File: src/rtl/program_dumper.sv
// Memory readback streamer: reads start_addr..end_addr (inclusive, wrapping)
// from a synchronous-read memory and emits (addr, data) beats over valid/ready.
module program_dumper #(
  parameter int ADDR_WIDTH = 5,
  parameter int DATA_WIDTH = 8
) (
  input  logic                  clock,
  input  logic                  reset,
  input  logic                  start,
  input  logic                  abort,
  input  logic [ADDR_WIDTH-1:0] start_addr,
  input  logic [ADDR_WIDTH-1:0] end_addr,
  output logic                  busy,
  output logic                  dump_done,
  output logic                  mem_read,
  output logic [ADDR_WIDTH-1:0] mem_addr,
  input  logic [DATA_WIDTH-1:0] mem_rdata,
  output logic                  out_valid,
  input  logic                  out_ready,
  output logic [ADDR_WIDTH-1:0] out_addr,
  output logic [DATA_WIDTH-1:0] out_data
);

  typedef enum logic [1:0] {
    IDLE,
    READ,
    CAPT,
    SEND
  } state_t;

  state_t                state, state_n;
  logic [ADDR_WIDTH-1:0] end_q, end_n;
  logic [ADDR_WIDTH-1:0] mem_addr_n, out_addr_n;
  logic [DATA_WIDTH-1:0] out_data_n;
  logic                  busy_n, dump_done_n, mem_read_n, out_valid_n;

  always_ff @(posedge clock or posedge reset) begin
    if (reset) begin
      state     <= IDLE;
      end_q     <= '0;
      busy      <= 1'b0;
      dump_done <= 1'b0;
      mem_read  <= 1'b0;
      mem_addr  <= '0;
      out_valid <= 1'b0;
      out_addr  <= '0;
      out_data  <= '0;
    end else begin
      state     <= state_n;
      end_q     <= end_n;
      busy      <= busy_n;
      dump_done <= dump_done_n;
      mem_read  <= mem_read_n;
      mem_addr  <= mem_addr_n;
      out_valid <= out_valid_n;
      out_addr  <= out_addr_n;
      out_data  <= out_data_n;
    end
  end

  always_comb begin
    state_n     = state;
    end_n       = end_q;
    busy_n      = busy;
    dump_done_n = dump_done;
    mem_read_n  = mem_read;
    mem_addr_n  = mem_addr;
    out_valid_n = out_valid;
    out_addr_n  = out_addr;
    out_data_n  = out_data;

    // abort outranks every other transition but is meaningless when idle
    if (abort && state != IDLE) begin
      state_n     = IDLE;
      busy_n      = 1'b0;
      mem_read_n  = 1'b0;
      out_valid_n = 1'b0;
      dump_done_n = 1'b0;
    end else begin
      case (state)
        IDLE: begin
          dump_done_n = 1'b0;
          if (start) begin
            mem_addr_n = start_addr;
            end_n      = end_addr;
            mem_read_n = 1'b1;
            busy_n     = 1'b1;
            state_n    = READ;
          end
        end
        READ: begin
          mem_read_n = 1'b0;
          state_n    = CAPT;
        end
        CAPT: begin
          out_data_n  = mem_rdata;
          out_addr_n  = mem_addr;
          out_valid_n = 1'b1;
          state_n     = SEND;
        end
        SEND: begin
          if (out_ready) begin
            out_valid_n = 1'b0;
            if (mem_addr == end_q) begin
              busy_n      = 1'b0;
              dump_done_n = 1'b1;
              state_n     = IDLE;
            end else begin
              mem_addr_n = mem_addr + ADDR_WIDTH'(1);
              mem_read_n = 1'b1;
              state_n    = READ;
            end
          end
        end
        default: state_n = IDLE;
      endcase
    end
  end

endmodule

File: config.mk
export PLATFORM = sky130hd
export DESIGN_NAME = program_dumper
export DESIGN_NICKNAME = d
export VERILOG_FILES = /design/src/rtl/program_dumper.sv
export SDC_FILE = /design/constraint.sdc
export NUM_CORES = 1
export LEC_CHECK = 0
export ABC_AREA = 1
export BUFFER_PORTS_ARGS = -buffer_cell sky130_fd_sc_hd__buf_2
export CORE_MARGIN = 3
export CORE_UTILIZATION = 51
export DETAILED_ROUTE_END_ITERATION = 10
export HOLD_SLACK_MARGIN = 0.15
export PLACE_DENSITY = 0.79
export SLEW_MARGIN = 20
export SYNTH_ARGS = -nofsm -noshare
export SYNTH_HDL_FRONTEND = slang
export SYNTH_SLANG_ARGS = --single-unit
File: constraint.sdc
create_clock -name clock -period 1.7 [get_ports clock]
set_input_delay 0.17 -clock clock [delete_from_list [all_inputs] [get_ports clock]]
set_output_delay 0.17 -clock clock [all_outputs]
set_load 0.005 [all_outputs]
; ---- Word level (Yosys, flattened, before mapping)
; Cells that the tools add are included.
[classes]
n_reduce_logical = 15
eq_ne = 11
mux = 25
n_bitwise = 1
addsub = 1
[op_table]
columns = op, count
row1 = 5-bit two-way mux, 3
row2 = 1-bit two-way mux, 13
row3 = 3-bit != test (second input constant), 4
row4 = 5-bit case mux with 2 select lines, 1
row5 = 2-bit case mux with 4 select lines, 1
row6 = 4-bit AND reduction, 2
row7 = 2-bit two-way mux, 3
row8 = 2-bit != test (second input constant), 3
row9 = 1-bit case mux with 2 select lines, 3
row10 = 2-bit AND reduction, 3
row11 = 3-bit AND reduction, 2
row12 = 3-bit nonzero test, 2
row13 = 5-bit by 1-bit adder with 5-bit output (second input constant), 1
row14 = 5-bit == test, 1
row15 = 5-bit AND reduction, 1
row16 = 2-bit == test (second input constant), 2
row17 = 2-bit nonzero test, 2
row18 = 4-bit nonzero test, 1
row19 = 1-bit case mux with 3 select lines, 1
row20 = 2-bit by 1-bit == test with 1-bit output (second input constant), 1
row21 = 2-bit logical NOT, 1
row22 = 1-bit logical AND, 1
row23 = 1-bit NOT, 1
[totals]
input_bits = 23
reg_bits = 29
out_inout_bits = 22

; ---- Depth between registers and ports, before layout
; Gate-level depths: netlist (run 1).
[depth]
depth_word = 5
mapped_depth = 10
depth_no_buf = 10

; ---- Worst setup path before layout (run 1)
; No wires, ideal clock.
[synth_path]
path_type = reg-to-reg
from = register state[1]
to = register out_data[0]
period_less_slack_ns = 1.586
arrival_ns = 1.461
setup_ns = 0.125
t_required_ns = 1.575
path_slack_ns = 0.114
stages_incl_launch_ff = 7
path_cell_list = dfrtp_1 > inv_1 > ha_1 > nor2_4 > inv_1 > nand2_4 > mux2_2
[synth_between]
elab_chain_cells = 4
elab_cells_between_ends = 5
cone_classes = eq/ne: 1 / bitwise: 1 / reduce/logical: 3
[synth_lines]
columns = item, line_no
row1 = "start, declared", 31  ; state_t state, state_n;
row2 = "start signal, assigned", 49  ; state <= state_n;
row3 = 2-bit nonzero test, 73  ; if (abort && state != IDLE) begin
row4 = 1-bit logical AND, 73
row5 = 1-bit NOT (no source line), n/a
row6 = 2-bit AND reduction (no source line) *, n/a
row7 = "end signal, assigned", 57  ; out_data <= out_data_n;
row8 = "end, declared", 21  ; output logic [DATA_WIDTH-1:0] out_data
; Mark *: on every way between the ends. The rest lies on a longest branch, timed or not.
; A chain may end at the register's enable or synchronous reset.

; ---- Final worst setup path (run 1)
[layout_path]
from = register state[0]
to = register mem_addr[0]
[layout_between]
elab_chain_cells = 4
elab_cells_between_ends = 11
cone_classes = eq/ne: 4 / mux: 1 / bitwise: 1 / reduce/logical: 5
[layout_lines]
columns = item, line_no
row1 = branches (longest 4 deep; another with 5-bit AND reduction), n/a
row2 = "end signal, assigned", 54  ; mem_addr <= mem_addr_n;
row3 = "end, declared", 16  ; output logic [ADDR_WIDTH-1:0] mem_addr,
; Parallel ways; which one is timed is not known.

==> results of run 1 <==
cells in the final DEF, fill, tap and decap left out, types with 2 or more instances in the layout:
master and n:
dfrtp_1 29, inv_2 4, nor2_1 5, clkbuf_4 5
inv_1 14, mux2_2 9, o21ai_0 10, buf_4 8
ha_2 2, nand4_1 11, ha_1 3, xnor2_1 2
dlygate4sd3_1 15, nand3_1 7, a21oi_1 5, buf_2 44
nand2_1 53, nand2_2 5, nor2_4 4
stage by stage:
| step | hold WS [ns] | power (W) | setup slack, ns |
|---|---|---|---|
| CTS | 0.186 | 0.00367 | 0.0425 |
| finish | 0.196 | 0.00372 | 0.0828 |
| global placement | 0.256 | 0.00312 | 0.0520 |
| floorplan | 0.248 | 0.00260 | 0.114 |
| global route | 0.207 | 0.00405 | 0.0162 |
| detailed placement | 0.256 | 0.00318 | 0.00694 |
path summary, 6_finish.rpt:
path / from / end
setup / recovery: state[0] / mem_addr[0]
hold / removal: start_addr[3] / mem_addr[3]
setup reg to reg: state[0] / mem_addr[0]
hold reg to reg: mem_read / mem_read
max in group asynchronous: reset / out_data[2]
min in group asynchronous: reset / out_data[5]
routing by layer:
layer	part of all wire, %	wire length [um]	up-vias
met1	41	1540	664
met2	53	2000	31
li1	-	-	720
met5	0	0	-
met4	2.2	82	0
met3	4.2	159	8
final cells by class:
| class | instances | area (sq um) | area share [%] |
|---|---|---|---|
| Timing Repair Buffer | 67 | 430 | 20.6 |
| Inverter | 19 | 73.8 | 3.54 |
| Tap cell | 31 | 38.8 | 1.86 |
| Sequential cell | 29 | 726 | 34.8 |
| Clock buffer | 7 | 55.1 | 2.64 |
| Multi-Input combinational cell | 125 | 762 | 36.5 |
cell families after synthesis:
group | synth area share (%)
muxes | 6.44
xor gates and xnor gates | 1.11
and+or+nand+nor | 30.4
AOI/OAI and AO/OA | 6.04
buffers and inverters | 5.96
adders and majority gates | 3.97
DFF | 46.1
power groups by stage:
stage / logic (W) / clock network (W) / registers, W
final: 0.00202 / 0.000419 / 0.00127
after global routing: 0.00227 / 0.000466 / 0.00132
after CTS: 0.00197 / 0.000431 / 0.00127
after detailed placement: 0.00189 / 0 / 0.00129
after global placement: 0.00185 / 0 / 0.00127
after floorplan: 0.00134 / 0 / 0.00126
worst register-to-register path: cells and delay by family (launching register included):
family,cells,cell delay (ns)
flip-flops,1,0.36
buffers and inverters,4,0.53
adder cells (fa/ha/maj),1,0.23
AND/OR/NAND/NOR,4,0.43
state kept, by name (all words and copies together), names as in the netlist:
| signal | flops |
|---|---|
| busy | 1 |
| out_addr | 5 |
| dump_done | 1 |
| mem_addr | 5 |
| end_q | 5 |
| state | 2 |
| out_data | 8 |
| out_valid | 1 |
| mem_read | 1 |
repair_timing:
item | CTS | global route
buffers inserted | 2 | 0
pin swaps | 1 | 1
hold buffers | 15 | 0
endpoints found under the hold margin | 43 | 0
gates resized for setup | 0 | 4
endpoints found under the setup margin | 1 | 12
==> flow_metrics.py, run 1 <==
metrics = {
    "outcome": {
        "status": "finished, final reports clean",
    },
    "setup_path": {
        "cp_cell_sequence": "inv_1, ha_2, buf_4, inv_1, nor2_2, nor3_4, buf_4, nand4_1, nand2_1",
        "max_stage_delay_ns": 0.36,
        "reg2reg_depth": 9,
        "startpoint_type": "register",
        "r2r_slack_ns": 0.08,
        "crit_fanout": 6,
        "worst_ep_arrival_time_ns": 1.89,
        "worstSetupEndpointType": "register",
        "worst-path-buf-inv": 4,
        "crit_cells": 9,
        "slowest_stage": "dfrtp_1",
        "crit_family": "buffers and inverters",
        "cp_data_required_time_ns": 1.97,
        "path_class": "reg2reg",
    },
    "synth": {
        "async_flop_share_pct": 100,
        "ys_ff_latch": 29,
        "synth.most_common_cell": "nand2_1",
        "synth_edf_count": 0,
        "yosys_warnings": 0,
        "synth-main-ff-cell": "dfrtp_1",
        "ys_seq_area_share_pct": 46.1,
        "postSynthCellCount": 176,
        "syn_nets": 204,
        "synth_top_cell_area_share_pct": 46.1,
        "syn_area_per_cell_sq_um": 8.94,
        "syn-cell-area_sq_um": 1570,
        "ys_top_cells_by_area": "dfrtp_1 46%, nand2_1 13%, mux2_2 6.4%, nand4_1 4.4%, ha_1 4.0%",
        "synth_cell_type_count": 23,
        "ys_top_cells_by_count": "53 x nand2_1, 29 x dfrtp_1, 14 x inv_1",
        "synth_top_area_cell": "dfrtp_1",
    },
    "placed_design": {
        "dpl-instance-area_sq_um": 1860,
        "gp_congestion": 0.827,
        "port_buffers": 44,
        "dp_hpwl_um": 2540,
        "place_inst": 254,
    },
    "power_and_ir_drop": {
        "p_switching_w": 0.00161,
        "p_int_w": 0.00211,
        "powerDensity_nw_per_um2": 1780,
        "swShare_pct": 43.2,
        "clkPwrFrac_pct": 11.3,
        "seq_power_share_pct": 34.3,
        "ir_drop_v": 0.00109,
        "share_comb_of_total_power_pct": 54.4,
        "p_leak_nw": 1.11,
    },
    "min_path": {
        "min-delay-path-class": "in2reg",
        "hold_path_depth": 5,
    },
    "global_route": {
        "grtUsageTotal_pct": 22.0,
        "use_met1_pct": 24.7,
        "globalRoute.busiestLayer": "met2",
        "grt_max_degree": 30,
        "grt_pass1_vias": 1340,
        "grt_pass1_wl_um": 5860,
        "antenna_found_initial": 0,
        "grt_util_met3_pct": 7.34,
        "grt.met2_usage_pct": 37.5,
        "grt_overflow": 0,
    },
    "floorplanning": {
        "start_util_pct": 55.2,
        "row_count": 19,
        "die_height_um": 61.6,
        "fp.dieW_um": 61.6,
        "core-area_sq_um": 2850,
        "ios": 45,
        "die_area_sq_um": 3790,
    },
    "sta": {
        "relSlewSlack_pct": 71.6,
        "rsz0062_at_grt": "no",
        "tightest_slew_ns": 0.423,
        "tns_ns": 0,
        "period_needed_ns": 1.62,
        "slew_violations": 0,
        "post-route-period-util_pct": 95.1,
        "setup_violations": 0,
        "finClkSkew_ns": 0.00334,
        "max_freq_mhz": 618,
        "hold_viol": 0,
    },
    "finish": {
        "syn_to_final_growth_pct": 32.5,
        "final_util_pct": 73.1,
        "design_area_sq_um": 2090,
        "fin_cells": 278,
        "drive_gt1_share_pct": 36.4,
        "diodes": 0,
        "fill_cells": 230,
        "fin_nets": 275,
    },
    "detailed_routing": {
        "ant_nets": 0,
        "post-route-drc-count": 0,
        "wire_per_inst_um": 13.6,
        "firstDrtPassIters": 4,
        "wirelength_um": 3780,
        "vias": 1423,
        "drtIter0Drc": 75,
        "routed_via_density": 5.12,
    },
    "cts": {
        "clock-root-buffer": "clkbuf_4",
        "clock_latency_ns": 0.33,
        "cts_buffer_depth": 2,
        "cts_tree": "done",
        "clk_pin_slew_worst_paths_ns": 0.08,
        "h-tree-depth": 2,
        "cts-buffers-inserted": 5,
        "cts_sinks": 29,
    },
    "run": {
        "cap_violations": 0,
    },
}
Note: power is estimated with default switching activity, not from simulation.
==> inputs of run 2 (changes only) <==
- CORE_UTILIZATION: 51 -> 55
- PLACE_DENSITY: 0.79 -> 0.84
- clock period: 1.7 -> 1.92 ns (I/O delays scaled with it)
==> flow_metrics.py, run 2 (synthesis gave the netlist of run 1 again) <==
metrics = {
    "power_and_ir_drop": {
        "total_power_w": 0.00322,
        "ir_drop_v": 0.00118,
        "powerDensity_nw_per_um2": 1580,
        "p_leak_nw": 1.09,
    },
    "detailed_routing": {
        "wl_met1_um": 1510,
        "met3_length_um": 145,
        "post-route-drc-count": 0,
        "ant_nets": 0,
        "vias": 1468,
        "firstDrtPassIters": 4,
        "highest_layer": "met4",
        "wl_met2_um": 2240,
        "drtIter0Drc": 72,
        "routed_via_density": 5.36,
        "wirelength_um": 4020,
        "wire_per_inst_um": 14.7,
    },
    "finish": {
        "largest_reg_flops": 8,
        "final_cell_mix": "53 x nand2_1, 44 x buf_2, 28 x dfrtp_1",
        "drive_gt1_share_pct": 35.2,
        "fin_nets": 271,
        "top_register": "out_data",
        "final_common_cell": "nand2_1",
        "diodes": 0,
        "syn_to_final_growth_pct": 30.0,
    },
    "cts": {
        "cts-buffers-inserted": 5,
        "clk_pin_slew_worst_paths_ns": 0.10,
        "h-tree-depth": 2,
        "clock_latency_ns": 0.33,
        "clock-root-buffer": "clkbuf_4",
        "cts_buffer_depth": 2,
        "cts_sinks": 29,
        "cts_tree": "done",
    },
    "placed_design": {
        "dp_hpwl_um": 2890,
        "port_buffers": 44,
        "gp_congestion": 0.875,
    },
    "floorplanning": {
        "start_util_pct": 60.8,
        "fp.dieW_um": 59.5,
        "die_height_um": 59.5,
        "core-area_sq_um": 2590,
        "row_count": 18,
        "die_area_sq_um": 3540,
        "ios": 45,
    },
    "min_path": {
        "whs_endpoint": "mem_addr[3]",
        "min-delay-path-class": "in2reg",
        "hold_path_depth": 5,
        "hp-start": "start_addr[3]",
    },
    "sta": {
        "hold_viol": 0,
        "max_freq_mhz": 560,
        "post-route-period-util_pct": 93.1,
        "setup_violations": 0,
        "hold_ws_ns": 0.214,
        "tightest_slew_ns": 0.465,
        "tns_ns": 0,
        "period_needed_ns": 1.79,
        "finClkSkew_ns": 0.0133,
        "slew_violations": 0,
        "rsz0062_at_grt": "no",
        "relSlewSlack_pct": 68.8,
    },
    "global_route": {
        "grt_overflow": 0,
        "grt_pass1_wl_um": 6530,
        "grtUsageTotal_pct": 25.0,
        "grt_max_degree": 30,
        "grt_pass1_vias": 1448,
        "antenna_found_initial": 0,
    },
    "setup_path": {
        "startpoint_type": "register",
        "path_class": "reg2reg",
        "worstReg2RegStart": "state[0]",
        "cp_data_required_time_ns": 2.14,
        "r2r_slack_ns": 0.13,
        "r2r_end": "out_data[1]",
        "worst_ep_arrival_time_ns": 2.01,
        "reg2reg_depth": 6,
        "crit_fanout": 12,
        "worstSetupEndpointType": "register",
    },
    "run": {
        "cap_violations": 0,
    },
    "outcome": {
        "status": "finished, final reports clean",
    },
}
## run 2: cell types whose count changed in the layout (fill, tap and decap cells not counted)
| cell | before | now |
|---|---|---|
| clkbuf_8 | 1 | 0 |
| inv_4 | 1 | 0 |
| dfrtp_2 | 0 | 1 |
| buf_4 | 8 | 4 |
| inv_2 | 4 | 5 |
| dfrtp_1 | 29 | 28 |
| clkinv_2 | 0 | 2 |
| ha_1 | 3 | 5 |
| nor2_2 | 1 | 0 |
| ha_2 | 2 | 0 |
| nor2_1 | 5 | 6 |
| clkinvlp_4 | 0 | 1 |
| clkbuf_1 | 1 | 0 |
## run 2: metal layers
layer  vias to the layer above  GRT usage (%)
met2                        42           44.9
li1                        719              -
met5                         -              0
met4                         0           11.1
met3                        14           6.75
met1                       693           27.1
## run 2: worst max-delay path by stage
stage	start	endpoint	slack, ns	depth (start not counted)
floorplan	state[1]	out_data[0]	0.33	6
detailed placement	state[1]	out_data[4]	0.11	6
finish	state[0]	out_data[1]	0.13	6
global placement	state[1]	out_data[7]	0.23	6
CTS	state[0]	out_data[4]	0.1	6
global route	state[0]	out_data[1]	0.04	6
## run 2: critical path: stages, from the launching register on
cell     delay [ns]
dfrtp_1        0.41
inv_1          0.13
ha_1           0.30
nor2_4         0.20
inv_1          0.11
nand2_4        0.16
mux2_2         0.36
## run 2: layout make-up
type,count,area (sq um)
Inverter,19,71.3
Clock inverter,3,17.5
Tap cell,30,37.5
Sequential cell,29,727
Multi-Input combinational cell,125,754
Fill cell,181,544
Clock buffer,5,37.5
Timing Repair Buffer,63,400
## run 2: per-stage QoR
step	instances	util, %	cell area (sq um)	setup slack (ns)
2_1_floorplan	176	-	1570	0.334
3_3_place_gp	249	70.4	1820	0.225
3_5_place_dp	249	70.4	1820	0.107
4_1_cts	272	78.4	2030	0.0961
5_1_grt	274	79.0	2050	0.0352
6_report	274	79.0	2050	0.133
## run 2: timing repair
| item | 4_1_cts | 5_1_grt |
|---|---|---|
| endpoints found under the hold margin | 43 | 0 |
| endpoints found under the setup margin | 0 | 8 |
| resized for setup | 0 | 1 |
| setup buffers | 0 | 2 |
| hold buffers | 15 | 0 |
## run 2: where the power goes
part           internal, W  leakage (nW)  total (W)  switching (W)
clock             0.000138        0.0310   0.000360       0.000222
combinational     0.000726         0.705    0.00171       0.000985
sequential        0.000904         0.351    0.00115       0.000248
